<file path="src/rtl/noc_pkg.sv">
`default_nettype none
// ============================================================================
// Module   : noc_pkg
// Brief    : Shared NoC packet layout, generator FSM states and LFSR helpers.
// Revision : 1.0
// ============================================================================
package noc_pkg;

    localparam int NOC_ADDR_W = 4;
    localparam int NOC_DATA_W = 24;

    typedef struct packed {
        logic                  ptype;
        logic [NOC_ADDR_W-1:0] dest;
        logic [NOC_ADDR_W-1:0] src;
        logic [NOC_DATA_W-1:0] data;
    } noc_pkt_t;

    typedef enum logic [1:0] {
        ST_IDLE = 2'd0,
        ST_SEND = 2'd1,
        ST_GAP  = 2'd2,
        ST_FIN  = 2'd3
    } noc_state_t;

    localparam int c_mode_rr_bit   = 0;
    localparam int c_mode_lfsr_bit = 1;

    // Right-shifting Galois form of x^32+x^22+x^2+x+1
    localparam logic [31:0] c_lfsr_poly = 32'h8020_0003;

    function automatic logic [31:0] lfsr_step(input logic [31:0] s);
        return {1'b0, s[31:1]} ^ (s[0] ? c_lfsr_poly : 32'h0);
    endfunction

endpackage
`default_nettype wire

</file>
<file path="src/rtl/noc_lfsr32.sv">
`default_nettype none
// ============================================================================
// Module   : noc_lfsr32
// Brief    : 32-bit Galois LFSR with seed load and step enable.
// Revision : 1.0
// ============================================================================
module noc_lfsr32
    import noc_pkg::*;
#(
    parameter logic [31:0] RESET_VAL = 32'h0000_ACE1
) (
    input  logic        clk,
    input  logic        rst,
    input  logic        enable,
    input  logic        load,
    input  logic [31:0] seed,
    output logic [31:0] state,
    output logic [31:0] next_state
);

    assign next_state = lfsr_step(state);

    always_ff @(posedge clk or posedge rst) begin
        if (rst) begin
            state <= RESET_VAL;
        end else if (load) begin
            state <= seed;
        end else if (enable) begin
            state <= next_state;
        end
    end

endmodule
`default_nettype wire

</file>
<file path="src/rtl/noc_traffic_gen.sv">
`default_nettype none
// ============================================================================
// Module   : noc_traffic_gen
// Brief    : Programmable burst packet source driving one NoC PE input port.
// Revision : 1.0
// ============================================================================
module noc_traffic_gen
    import noc_pkg::*;
#(
    parameter  int          ADDR_W    = 4,
    parameter  int          DATA_W    = 24,
    parameter  int          NUM_DEST  = 4,
    parameter  int          CNT_W     = 16,
    parameter  int          GAP_W     = 8,
    parameter  logic [31:0] LFSR_SEED = 32'h0000_ACE1,
    localparam int          PKT_W     = 1 + 2*ADDR_W + DATA_W
) (
    input  logic              clk,
    input  logic              rst,
    input  logic              start,
    input  logic [1:0]        mode,
    input  logic              pkt_type,
    input  logic [ADDR_W-1:0] src_addr,
    input  logic [ADDR_W-1:0] dest_base,
    input  logic [CNT_W-1:0]  num_pkts,
    input  logic [GAP_W-1:0]  gap,
    output logic              pkt_valid,
    input  logic              pkt_ready,
    output logic [PKT_W-1:0]  pkt_data,
    output logic              busy,
    output logic              done,
    output logic [CNT_W-1:0]  sent_count
);

    localparam logic [ADDR_W-1:0] c_idx_last = ADDR_W'(NUM_DEST - 1);

    noc_state_t        r_state;
    logic [1:0]        r_mode;
    logic              r_type;
    logic [ADDR_W-1:0] r_src;
    logic [ADDR_W-1:0] r_dest_base;
    logic [CNT_W-1:0]  r_num;
    logic [GAP_W-1:0]  r_gap;
    logic [GAP_W-1:0]  r_gap_cnt;
    logic [ADDR_W-1:0] r_idx;
    logic [DATA_W-1:0] r_pay_cnt;

    logic              w_xfer;
    logic              w_lfsr_load;
    logic [31:0]       w_lfsr_state;
    logic [31:0]       w_lfsr_next;
    logic              w_unused_lfsr;
    logic [CNT_W-1:0]  w_sent_inc;
    logic              w_last;
    logic [ADDR_W-1:0] w_idx_next;
    logic [ADDR_W-1:0] w_dest_next;
    logic [DATA_W-1:0] w_pay_cnt_next;
    logic [DATA_W-1:0] w_payload_next;
    logic [DATA_W-1:0] w_payload_first;

    assign w_xfer          = pkt_valid & pkt_ready;
    assign w_lfsr_load     = start & (r_state == ST_IDLE);
    assign w_sent_inc      = sent_count + 1'b1;
    assign w_last          = (w_sent_inc == r_num);
    assign w_idx_next      = (r_idx == c_idx_last) ? '0 : r_idx + 1'b1;
    assign w_dest_next     = r_dest_base + (r_mode[c_mode_rr_bit] ? w_idx_next : '0);
    assign w_pay_cnt_next  = r_pay_cnt + 1'b1;
    assign w_payload_next  = r_mode[c_mode_lfsr_bit] ? w_lfsr_next[DATA_W-1:0] : w_pay_cnt_next;
    assign w_payload_first = mode[c_mode_lfsr_bit] ? LFSR_SEED[DATA_W-1:0] : '0;
    assign w_unused_lfsr   = ^{w_lfsr_state, w_lfsr_next};

    noc_lfsr32 #(
        .RESET_VAL (LFSR_SEED)
    ) u_lfsr (
        .clk        (clk),
        .rst        (rst),
        .enable     (w_xfer),
        .load       (w_lfsr_load),
        .seed       (LFSR_SEED),
        .state      (w_lfsr_state),
        .next_state (w_lfsr_next)
    );

    // pkt_data always holds the packet to offer next, prepared on the previous transfer
    always_ff @(posedge clk or posedge rst) begin
        if (rst) begin
            r_state     <= ST_IDLE;
            r_mode      <= '0;
            r_type      <= 1'b0;
            r_src       <= '0;
            r_dest_base <= '0;
            r_num       <= '0;
            r_gap       <= '0;
            r_gap_cnt   <= '0;
            r_idx       <= '0;
            r_pay_cnt   <= '0;
            pkt_valid   <= 1'b0;
            pkt_data    <= '0;
            busy        <= 1'b0;
            done        <= 1'b0;
            sent_count  <= '0;
        end else begin
            done <= 1'b0;
            case (r_state)
                ST_IDLE: begin
                    if (start) begin
                        r_mode      <= mode;
                        r_type      <= pkt_type;
                        r_src       <= src_addr;
                        r_dest_base <= dest_base;
                        r_num       <= num_pkts;
                        r_gap       <= gap;
                        r_idx       <= '0;
                        r_pay_cnt   <= '0;
                        sent_count  <= '0;
                        if (num_pkts != '0) begin
                            r_state   <= ST_SEND;
                            pkt_valid <= 1'b1;
                            busy      <= 1'b1;
                            pkt_data  <= {pkt_type, dest_base, src_addr, w_payload_first};
                        end else begin
                            r_state <= ST_FIN;
                            done    <= 1'b1;
                        end
                    end
                end
                ST_SEND: begin
                    if (w_xfer) begin
                        sent_count <= w_sent_inc;
                        r_idx      <= w_idx_next;
                        r_pay_cnt  <= w_pay_cnt_next;
                        pkt_data   <= {r_type, w_dest_next, r_src, w_payload_next};
                        if (w_last) begin
                            r_state   <= ST_FIN;
                            pkt_valid <= 1'b0;
                            busy      <= 1'b0;
                            done      <= 1'b1;
                        end else if (r_gap != '0) begin
                            r_state   <= ST_GAP;
                            pkt_valid <= 1'b0;
                            r_gap_cnt <= r_gap;
                        end
                    end
                end
                ST_GAP: begin
                    if (r_gap_cnt <= GAP_W'(1)) begin
                        r_state   <= ST_SEND;
                        pkt_valid <= 1'b1;
                    end else begin
                        r_gap_cnt <= r_gap_cnt - 1'b1;
                    end
                end
                ST_FIN: begin
                    r_state <= ST_IDLE;
                end
                default: begin
                    r_state <= ST_IDLE;
                end
            endcase
        end
    end

endmodule
`default_nettype wire

</file>
<file path="config.mk">
export PLATFORM = sky130hd
export DESIGN_NAME = noc_traffic_gen
export DESIGN_NICKNAME = d
export VERILOG_FILES = /design/src/rtl/noc_pkg.sv /design/src/rtl/noc_lfsr32.sv /design/src/rtl/noc_traffic_gen.sv
export SDC_FILE = /design/constraint.sdc
export NUM_CORES = 1
export LEC_CHECK = 0
export CAP_MARGIN = 0
export CELL_PAD_IN_SITES_DETAIL_PLACEMENT = 1
export CELL_PAD_IN_SITES_GLOBAL_PLACEMENT = 1
export CORE_MARGIN = 1.5
export CORE_UTILIZATION = 53
export DETAILED_ROUTE_END_ITERATION = 8
export DONT_BUFFER_PORTS = 1
export PLACE_DENSITY_LB_ADDON = 0.15
export SLEW_MARGIN = 10
export SYNTH_ARGS = -nofsm -noshare
export SYNTH_HDL_FRONTEND = slang
export SYNTH_HIERARCHICAL = 1
export SYNTH_SLANG_ARGS = --single-unit
</file>
<file path="constraint.sdc">
create_clock -name clk -period 6.54 [get_ports clk]
set_input_delay 0.327 -clock clk [delete_from_list [all_inputs] [get_ports clk]]
set_output_delay 0.327 -clock clk [all_outputs]
set_load 0.005 [all_outputs]
</file>
=== After elaboration in Yosys (flattened, before gate mapping) ===
Cells that the tools add are included.

* Bits in registers: 157
* Bits in read-only memories: 0
* Latch bits: 0
* RAM bits: 0
* Memories kept: 0
* Output and inout bits: 52
* Input port bits: 39
* Word-level logic and storage cells: 100

* Mux-type cells: 47
* $mul: 0
* Shift operators: 0
* Order comparisons: 1
* Divide/modulo/power cells: 0
* Bitwise gates (word level): 3
* Reductions and logical operators: 14
* Equality and inequality tests: 14
* $add $sub $neg: 5

{| class="wikitable"
|+ Operators by type and width
! operator !! count
|-
| 2-to-1 mux 33 bit || 3
|-
| 2-to-1 mux 32 bit || 3
|-
| 2-to-1 mux 24 bit || 3
|-
| one-hot mux 33 bit (2 select lines) || 1
|-
| 2-to-1 mux 16 bit || 3
|-
| one-hot mux 24 bit (2 select lines) || 1
|-
| 2-to-1 mux 8 bit || 4
|-
| one-hot mux 16 bit (2 select lines) || 1
|-
| bitwise XOR 31 x 32 -> 32 bit || 1
|-
| adder 24 x 1 -> 24 bit, second input constant || 1
|-
| adder 16 x 1 -> 16 bit, second input constant || 1
|-
| equality test 16 bit || 1
|-
| 2-to-1 mux 4 bit || 4
|-
| one-hot mux 8 bit (2 select lines) || 1
|-
| nonzero test 16 bit || 1
|-
| 2-to-1 mux 1 bit || 12
|-
| 2-to-1 mux 2 bit || 6
|-
| != test 2 bit, second input constant || 6
|-
| AND reduction 5 bit || 2
|-
| <= comparator 8 x 1 -> 1 bit, second input constant || 1
|-
| one-hot mux 2 bit (4 select lines) || 1
|-
| one-hot mux 4 bit (2 select lines) || 1
|-
| AND reduction 4 bit || 2
|-
| nonzero test 8 bit || 1
|-
| other kinds (17) || 23
|}

=== Logic depth before layout (Yosys ltp) ===
Gate-level depths: netlist of the first run.

* Depth in word-level cells: 6
* Gate-level depth with buffers: 11
* Depth with buffers taken out: 11

=== Modules after synthesis ===
Netlist of the first run, hierarchy kept.

{| class="wikitable"
|+ Modules (own cells, without submodules)
! module !! cells each !! instances !! seq. area each (um2) !! area an instance (um2)
|-
| noc_traffic_gen || 779 || 1 || 3128.0 || 6795.3
|-
| noc_lfsr32 || 177 || 1 || 810.8 || 1776.7
|}

=== Worst setup path after synthesis of the first run ===
OpenSTA, ideal clock, no wires.

* Path type: register -> register
* From: register sent_count[0]
* To: register r_gap_cnt[4]
* Arrival time: 2.395 ns
* Setup time: 0.132 ns
* Slack: 4.013 ns
* Cell stages (with the launch flop): 9
* Clock period less this slack: 2.527 ns
* Required time: 6.408 ns
* Cells stage by stage: dfrtp_1 ha_1 nand3_4 or4_1 a32o_1 o211ai_1 and4b_1 o311ai_1 o21ai_1

* Longest elaborated chain between the ends: 4

{| class="wikitable"
|+ RTL lines
! element !! line !! text
|-
| from (decl) || noc_traffic_gen.sv:32 || <nowiki>output logic [CNT_W-1:0] sent_count</nowiki>
|-
| from (signal assigned) || noc_traffic_gen.sv:129 || <nowiki>sent_count <= w_sent_inc;</nowiki>
|-
| adder 16 x 1 -> 16 bit || noc_traffic_gen.sv:63 || <nowiki>assign w_sent_inc = sent_count + 1'b1;</nowiki>
|-
| equality test 16 bit || noc_traffic_gen.sv:64 || <nowiki>assign w_last = (w_sent_inc == r_num);</nowiki>
|-
| != test 2 bit (no line) || - ||
|-
| AND reduction 5 bit (no line) || - ||
|-
| to (signal assigned) || noc_traffic_gen.sv:141 || <nowiki>r_gap_cnt <= r_gap;</nowiki>
|-
| to (signal assigned) || noc_traffic_gen.sv:150 || <nowiki>r_gap_cnt <= r_gap_cnt - 1'b1;</nowiki>
|-
| to (decl) || noc_traffic_gen.sv:44 || <nowiki>logic [GAP_W-1:0] r_gap_cnt;</nowiki>
|}

Every way passes these cells.
A chain may end at the register's enable or synchronous reset.

=== Worst setup path after layout of the first run ===
* From: register pkt_valid
* To: register r_gap_cnt[1]

* Longest elaborated chain between the ends: 3

{| class="wikitable"
|+ RTL lines
! element !! line !! text
|-
| from (decl) || noc_traffic_gen.sv:27 || <nowiki>output logic pkt_valid,</nowiki>
|-
| from (signal assigned) || noc_traffic_gen.sv:97 || <nowiki>pkt_valid <= 1'b0;</nowiki>
|-
| from (signal assigned) || noc_traffic_gen.sv:118 || <nowiki>pkt_valid <= 1'b1;</nowiki>
|-
| from (signal assigned) || noc_traffic_gen.sv:135 || <nowiki>pkt_valid <= 1'b0;</nowiki>
|-
| AND 1 bit || noc_traffic_gen.sv:61 || <nowiki>assign w_xfer = pkt_valid & pkt_ready;</nowiki>
|-
| != test 2 x 1 -> 1 bit (no line) || - ||
|-
| AND reduction 5 bit (no line) || - ||
|}

Every way passes these cells.

==> impl_results.md, run 1 <==
- Status: completed
- Deepest clock path buffer count: 2
- Overall power: 4070 uW
- Initial Util: 54.6%
- Drt pass-1 iters: 4
- Drt drc: 0
- Hold Path Stages: 2
- Crit path launch type: flop
- Final worst clock skew: 0.00977 ns
- RSZ-0062 raised after global routing: no
- Hold path start: num_pkts[13]
- R2r startpoint: pkt_valid$_DFFE_PP0P_
- Drt via density: 5.97
- Area grow syn2layout: 13.2%
- Cell area after layout: 0.00946 mm^2
- Routed WL: 24700 um
- PwrDens: 430 mW/mm^2
- Worst-Skew Late Latency: 0.45 ns
- Vias in the first global route: 7700
- CTS tree: done
- Wire per inst: 20.9 um
- Worst R2R End: r_gap_cnt[1]$_DFFE_PP0P_
- Class of the worst hold path: input pin to flop
- Critical path class: flop to flop
- Synth Instances: 927
- Die Footprint: 0.0165 mm^2
- Multi-input combinational cell area: 0.00422 mm^2
- Mapped Avg Cell Area: 9.01 um^2
- Post-route ant nets: 0
- Max-cap violations: 0
- Dpl hpwl: 16000 um
- Buffer count from post-CTS setup fixing: 0
- GPL Wtd Cong: 0.881
- Filler cells: 1754
- Core Box Area: 0.0153 mm^2
- Period minus WS final: 3.42 ns
- I/O pins: 91
- Total negative setup slack: 0 ns
- Ys Warns: 6
- Crit Path Max Fanout: 56
- Register area: 0.00394 mm^2
- Nets@finish: 1007
- Worst slack at placement: 3.13 ns
- N_diodes: 0
- Synthesized area: 0.00835 mm^2
- Critical path capture point type: flop
- Clock root cell: clkbuf_16
- Std cell rows: 45
- Initial antenna violation count: 0
- GR Overflow Total: 0
- Slew @ Worst Pin: 1.13 ns
- Crit path largest cell delay: 0.92 ns
- Hold Crit Endpoint: r_num[13]$_DFFE_PP0P_
- Flop2flop setup slack: 3.12 ns
- Setup slack after layout: 3.12 ns
- Final setup fails: 0
- PostCTS Resize Cnt: 0
- Clock transition at path regs: 0.07 ns
- CP max-delay cell: nand2_2
- Worst rel slew slack: 24.8%
- Slew Viols, Final: 0
- Worst reg2reg path depth: 5
- CP Data Required Time: 6.91 ns
- Drt initial violations: 404
- Hold_buf cts: 28
- Total GRT Usage: 31.6%
- Die width: 129 um
- Largest net degree at the start of global routing: 88
- TritonCTS Buffers: 17
- Share of post-route cells with drive strength above 1: 7.72%
- P_leak: 0.00410 uW
- Port bufs: 0
- Peak supply drop: 227 uV
- Critical path arrival: 3.78 ns
- Endpoints failing hold: 0
- Vias: 7062
- Cell-by-cell trace of the critical path: and2_2, nand2_2, nor2_1, a21o_1, mux2i_1
- Max Freq: 0.293 GHz
- DP Area: 0.00855 mm^2
- First-pass GRT wire length: 40100 um
- H-tree levels: 4
- Fin crit share: 52.2%
- Die H: 129 um
- CTS sink count: 157
## cell usage in the layout (no fill, tap or decap), types with 6 or more instances in the layout
cell type / count
o211ai_1: 11
ha_1: 8
conb_1: 32
dfstp_2: 8
o31ai_1: 10
and3_1: 11
mux2i_1: 39
inv_1: 14
a22o_1: 12
a21oi_1: 25
clkbuf_16: 17
buf_4: 9
nor4_1: 10
o21ai_0: 112
xor2_1: 19
dlygate4sd3_1: 28
nand4_1: 12
nor2_1: 55
dfrtp_1: 149
xnor2_1: 30
nand2b_1: 6
o21ai_1: 9
nand2_1: 219
nand3_1: 21
a31oi_1: 6
## metal layers
metal / GRT usage (%) / part of all wire [%] / vias up
li1: - / - / 3262
met1: 37.4 / 40 / 3570
met2: 55.8 / 52 / 179
met3: 7.94 / 5.3 / 51
met4: 12.0 / 2.5 / 0
met5: 0 / 0 / -
## worst max-delay path: cells and delay by family (launching register included)
kind	cells	cell delay, ns
flip-flops	1	0.40
multiplexers	1	0.20
AO/OA/AOI/OAI	1	0.28
AND/OR/NAND/NOR	3	2.42
## flip-flops by register name, indices dropped and copies added, names as in the netlist, 8 cells and up
signal	cells
r_gap_cnt	8
pkt_data	33
r_num	16
r_pay_cnt	24
u_lfsr/state	32
sent_count	16
r_gap	8
## worst max path at each step
stage                           from                       end  slack (ns)  depth (start not counted)
6_report       pkt_valid$_DFFE_PP0P_  r_gap_cnt[1]$_DFFE_PP0P_        3.12                          5
5_1_grt        pkt_valid$_DFFE_PP0P_  r_gap_cnt[1]$_DFFE_PP0P_        2.86                          5
4_1_cts        pkt_valid$_DFFE_PP0P_  r_gap_cnt[1]$_DFFE_PP0P_        3.12                          5
3_5_place_dp   pkt_valid$_DFFE_PP0P_  r_gap_cnt[1]$_DFFE_PP0P_        3.13                          5
3_3_place_gp   pkt_valid$_DFFE_PP0P_  r_gap_cnt[1]$_DFFE_PP0P_        3.31                          5
2_1_floorplan                    rst          busy$_DFFE_PP0P_        2.89                          1
## power breakdown
group / switching (uW) / leakage [uW] / total, uW / internal (uW)
logic: 846 / 0.00179 / 1350 / 509
clock network: 458 / 0.000293 / 1070 / 613
registers: 325 / 0.00201 / 1640 / 1320
total: 1630 / 0.00410 / 4070 / 2440
## layout make-up
class	count	area share, %
multi-input cells	730	44.6
flip-flops and latches	157	41.7
clock buffers	17	4.50
repair buffers	37	3.68
well taps	211	2.79
clock inverters	15	2.09
inverters	16	0.662
## per-stage QoR
step	utilization (%)	cells	hold slack, ns
6_report	61.7	1183	0.00828
5_1_grt	61.7	1183	0.00198
4_1_cts	61.7	1183	0.000272
3_5_place_dp	55.8	1123	0.271
3_3_place_gp	55.8	1123	0.260
2_1_floorplan	-	957	0.424
(Power assumes the default switching activity.)
==> inputs of run 2 (changes only) <==
- CORE_UTILIZATION: 53 -> 44
- clock period: 6.54 -> 2.9 ns (I/O delays scaled with it)
==> run 2 against run 1 <==
  * Clock power increased by 100%
  * Wire length decreased by 0.90%
  * Critical endpoint is now r_gap_cnt[6]$_DFFE_PP0P_
  * Critical path depth increased by 2
  * Cell area increased by 2.3%
  * Largest cell class unchanged
  * Core utilization decreased by 9.9 points
  * Final cell count increased by 4.1%
  * Critical path type unchanged
  * Die area increased by 20%
==> impl_results.md, run 2 (same netlist as run 1, synthesis figures left out) <==
- Status: completed (unchanged)
- WL met3: 873 um (was 1310 um)
- Max Freq: 0.377 GHz (was 0.293 GHz)
- Final non-filler cell total: 1231 (was 1183)
- Nets@finish: 1032 (was 1007)
- PwrDens: 928 mW/mm^2 (was 430 mW/mm^2)
- H-tree levels: 4 (unchanged)
- CTS tree: done (unchanged)
- Post-placement cell count: 1161 (was 1123)
- Die width: 141 um (was 129 um)
- Highest routed metal layer: met4 (unchanged)
- Crit Path Max Fanout: 10 (was 56)
- Largest register FFs: 33 (unchanged)
- Drt via density: 5.68 (was 5.97)
- Combinational share of power: 34.2% (was 33.3%)
- Vias: 6988 (was 7062)
- Core Box Area: 0.0186 mm^2 (was 0.0153 mm^2)
- Dpl hpwl: 16300 um (was 16000 um)
- Fin util: 51.9% (was 61.7%)
- Critical path arrival: 2.99 ns (was 3.78 ns)
- Deepest clock path buffer count: 2 (unchanged)
- Clock transition at path regs: 0.06 ns (was 0.07 ns)
- Total negative setup slack: 0 ns (unchanged)
- Std cell rows: 50 (was 45)
- Metal-1 WL: 11100 um (was 9860 um)
- Endpoints failing hold: 0 (unchanged)
- Clock root cell: clkbuf_16 (unchanged)
- Crit path launch type: flop (unchanged)
- Internal: 5430 uW (was 2440 uW)
- Clock share of power: 24.4% (was 26.3%)
- CP Data Required Time: 3.24 ns (was 6.91 ns)
- I/O pins: 91 (unchanged)
- Port bufs: 0 (unchanged)
- Period minus WS final: 2.65 ns (was 3.42 ns)
- Setup slack after layout: 0.247 ns (was 3.12 ns)
- Most frequent cells in the layout: nand2_1 (220), dfrtp_1 (148), o21ai_0 (112) (was nand2_1 (219), dfrtp_1 (149), o21ai_0 (112))
- CTS sink count: 157 (unchanged)
- Initial Util: 44.8% (was 54.6%)
- Final worst clock skew: 0.0105 ns (was 0.00977 ns)
- Class of the worst hold path: input pin to flop (unchanged)
- Initial antenna violation count: 0 (unchanged)
- Hold Path Stages: 3 (was 2)
- Reg with most FFs: pkt_data (unchanged)
- Largest regs: pkt_data (33), u_lfsr/state (32), r_pay_cnt (24) (unchanged)
- Worst-Skew Late Latency: 0.44 ns (was 0.45 ns)
- Critical path capture point type: flop (unchanged)
- Worst slack at placement: 0.184 ns (was 3.13 ns)
- Die H: 141 um (was 129 um)
- Seq pwr share: 41.4% (was 40.4%)
- Met2 wire length: 12100 um (was 12900 um)
- TritonCTS Buffers: 17 (unchanged)
- Area grow syn2layout: 15.8% (was 13.2%)
- First-pass GRT wire length: 40000 um (was 40100 um)
- Most common cell after layout, fill and taps aside: nand2_1 (unchanged)
- Hold_ws: 0.0718 ns (was 0.00828 ns)
- Routed WL: 24500 um (was 24700 um)
- Peak supply drop: 414 uV (was 227 uV)
- Largest net degree at the start of global routing: 126 (was 88)
- Final setup fails: 0 (unchanged)
- Worst rel slew slack: 44.8% (was 24.8%)
- Wire per inst: 19.9 um (was 20.9 um)
- Net Sw Power: 3550 uW (was 1630 uW)
- Share of post-route cells with drive strength above 1: 8.63% (was 7.72%)
- Drt initial violations: 399 (was 404)
- GPL Wtd Cong: 0.826 (was 0.881)
- Slew Viols, Final: 0 (unchanged)
- Drt drc: 0 (unchanged)
- N_diodes: 0 (unchanged)
- Slew @ Worst Pin: 0.824 ns (was 1.13 ns)
- Switching share of total power: 39.5% (was 40.1%)
- Buffer count from post-CTS setup fixing: 0 (unchanged)
- Total GRT Usage: 25.8% (was 31.6%)
- Die Footprint: 0.0198 mm^2 (was 0.0165 mm^2)
- Fin crit share: 91.5% (was 52.2%)
- Post-route ant nets: 0 (unchanged)
- Drt pass-1 iters: 5 (was 4)
- Max-cap violations: 0 (unchanged)
- GR Overflow Total: 0 (unchanged)
- Critical path class: flop to flop (unchanged)
- Vias in the first global route: 7462 (was 7700)
- RSZ-0062 raised after global routing: no (unchanged)
- P_leak: 0.00421 uW (was 0.00410 uW)
- Worst reg2reg path depth: 7 (was 5)
run 2: cell count changes in the layout (fill, tap and decap cells not counted), moves of 2 or more:
cell and delta:
bufinv_16 -2, dlygate4sd3_1 +10, clkbuf_1 +4, inv_8 -3, buf_4 +13, inv_6 -2
buf_12 +2, clkbuf_8 +3
run 2: worst paths after layout:
check | end | slack, ns | from
min in group asynchronous | u_lfsr/state[22]$_DFFE_PP0P_ | 0.32 | rst
setup reg to reg | r_gap_cnt[6]$_DFFE_PP0P_ | 0.25 | sent_count[6]$_DFFE_PP0P_
max in group asynchronous | u_lfsr/state[13]$_DFFE_PP1P_ | 1.83 | rst
hold reg to reg | r_src[2]$_DFFE_PP0P_ | 0.48 | r_src[2]$_DFFE_PP0P_
hold / removal | r_state[1]$_DFFE_PP0P_ | 0.07 | start
setup / recovery | r_gap_cnt[6]$_DFFE_PP0P_ | 0.25 | sent_count[6]$_DFFE_PP0P_
run 2: per-stage QoR:
stage	area, um^2	power [uW]
floorplan	8470	5780
global placement	8730	6570
detailed placement	8730	6740
CTS	9670	9020
global route	9670	9600
finish	9670	8980
run 2: layout make-up:
class / instances / area, um^2
inverter: 16 / 63.8
clock buffer: 24 / 482
sequential: 157 / 3940
tap: 234 / 293
timing repair buffer: 62 / 586
fill: 2161 / 8970
multi-input combinational: 730 / 4230
clock inverter: 8 / 85.1
run 2: repair_timing:
action,CTS,global route
resized for setup,0,1
endpoints found under the hold margin,187,0
setup endpoints to repair,0,2
hold buffers,38,0
run 2: routing by layer:
| layer | vias up | track usage (%) |
|---|---|---|
| met5 | - | 0 |
| met4 | 0 | 7.13 |
| met3 | 32 | 5.64 |
| met2 | 138 | 43.4 |
| met1 | 3519 | 33.7 |
| li1 | 3299 | - |
run 2: critical path, stage by stage, from the launching register on:
cell and delay [ns]:
dfrtp_1 0.52, nand3_4 0.19, or4_1 0.54, o21ai_0 0.32, o211ai_1 0.16, nand4b_4 0.29
a21o_1 0.27, a221oi_2 0.26
run 2: power groups by stage:
stage                     registers, uW  logic, uW  clock network (uW)
after global placement             3710       2860                   0
after global routing               3810       3480                2310
after floorplan                    3420       2360                   0
after CTS                          3710       3090                2220
after detailed placement           3730       3020                   0
final                              3720       3080                2190
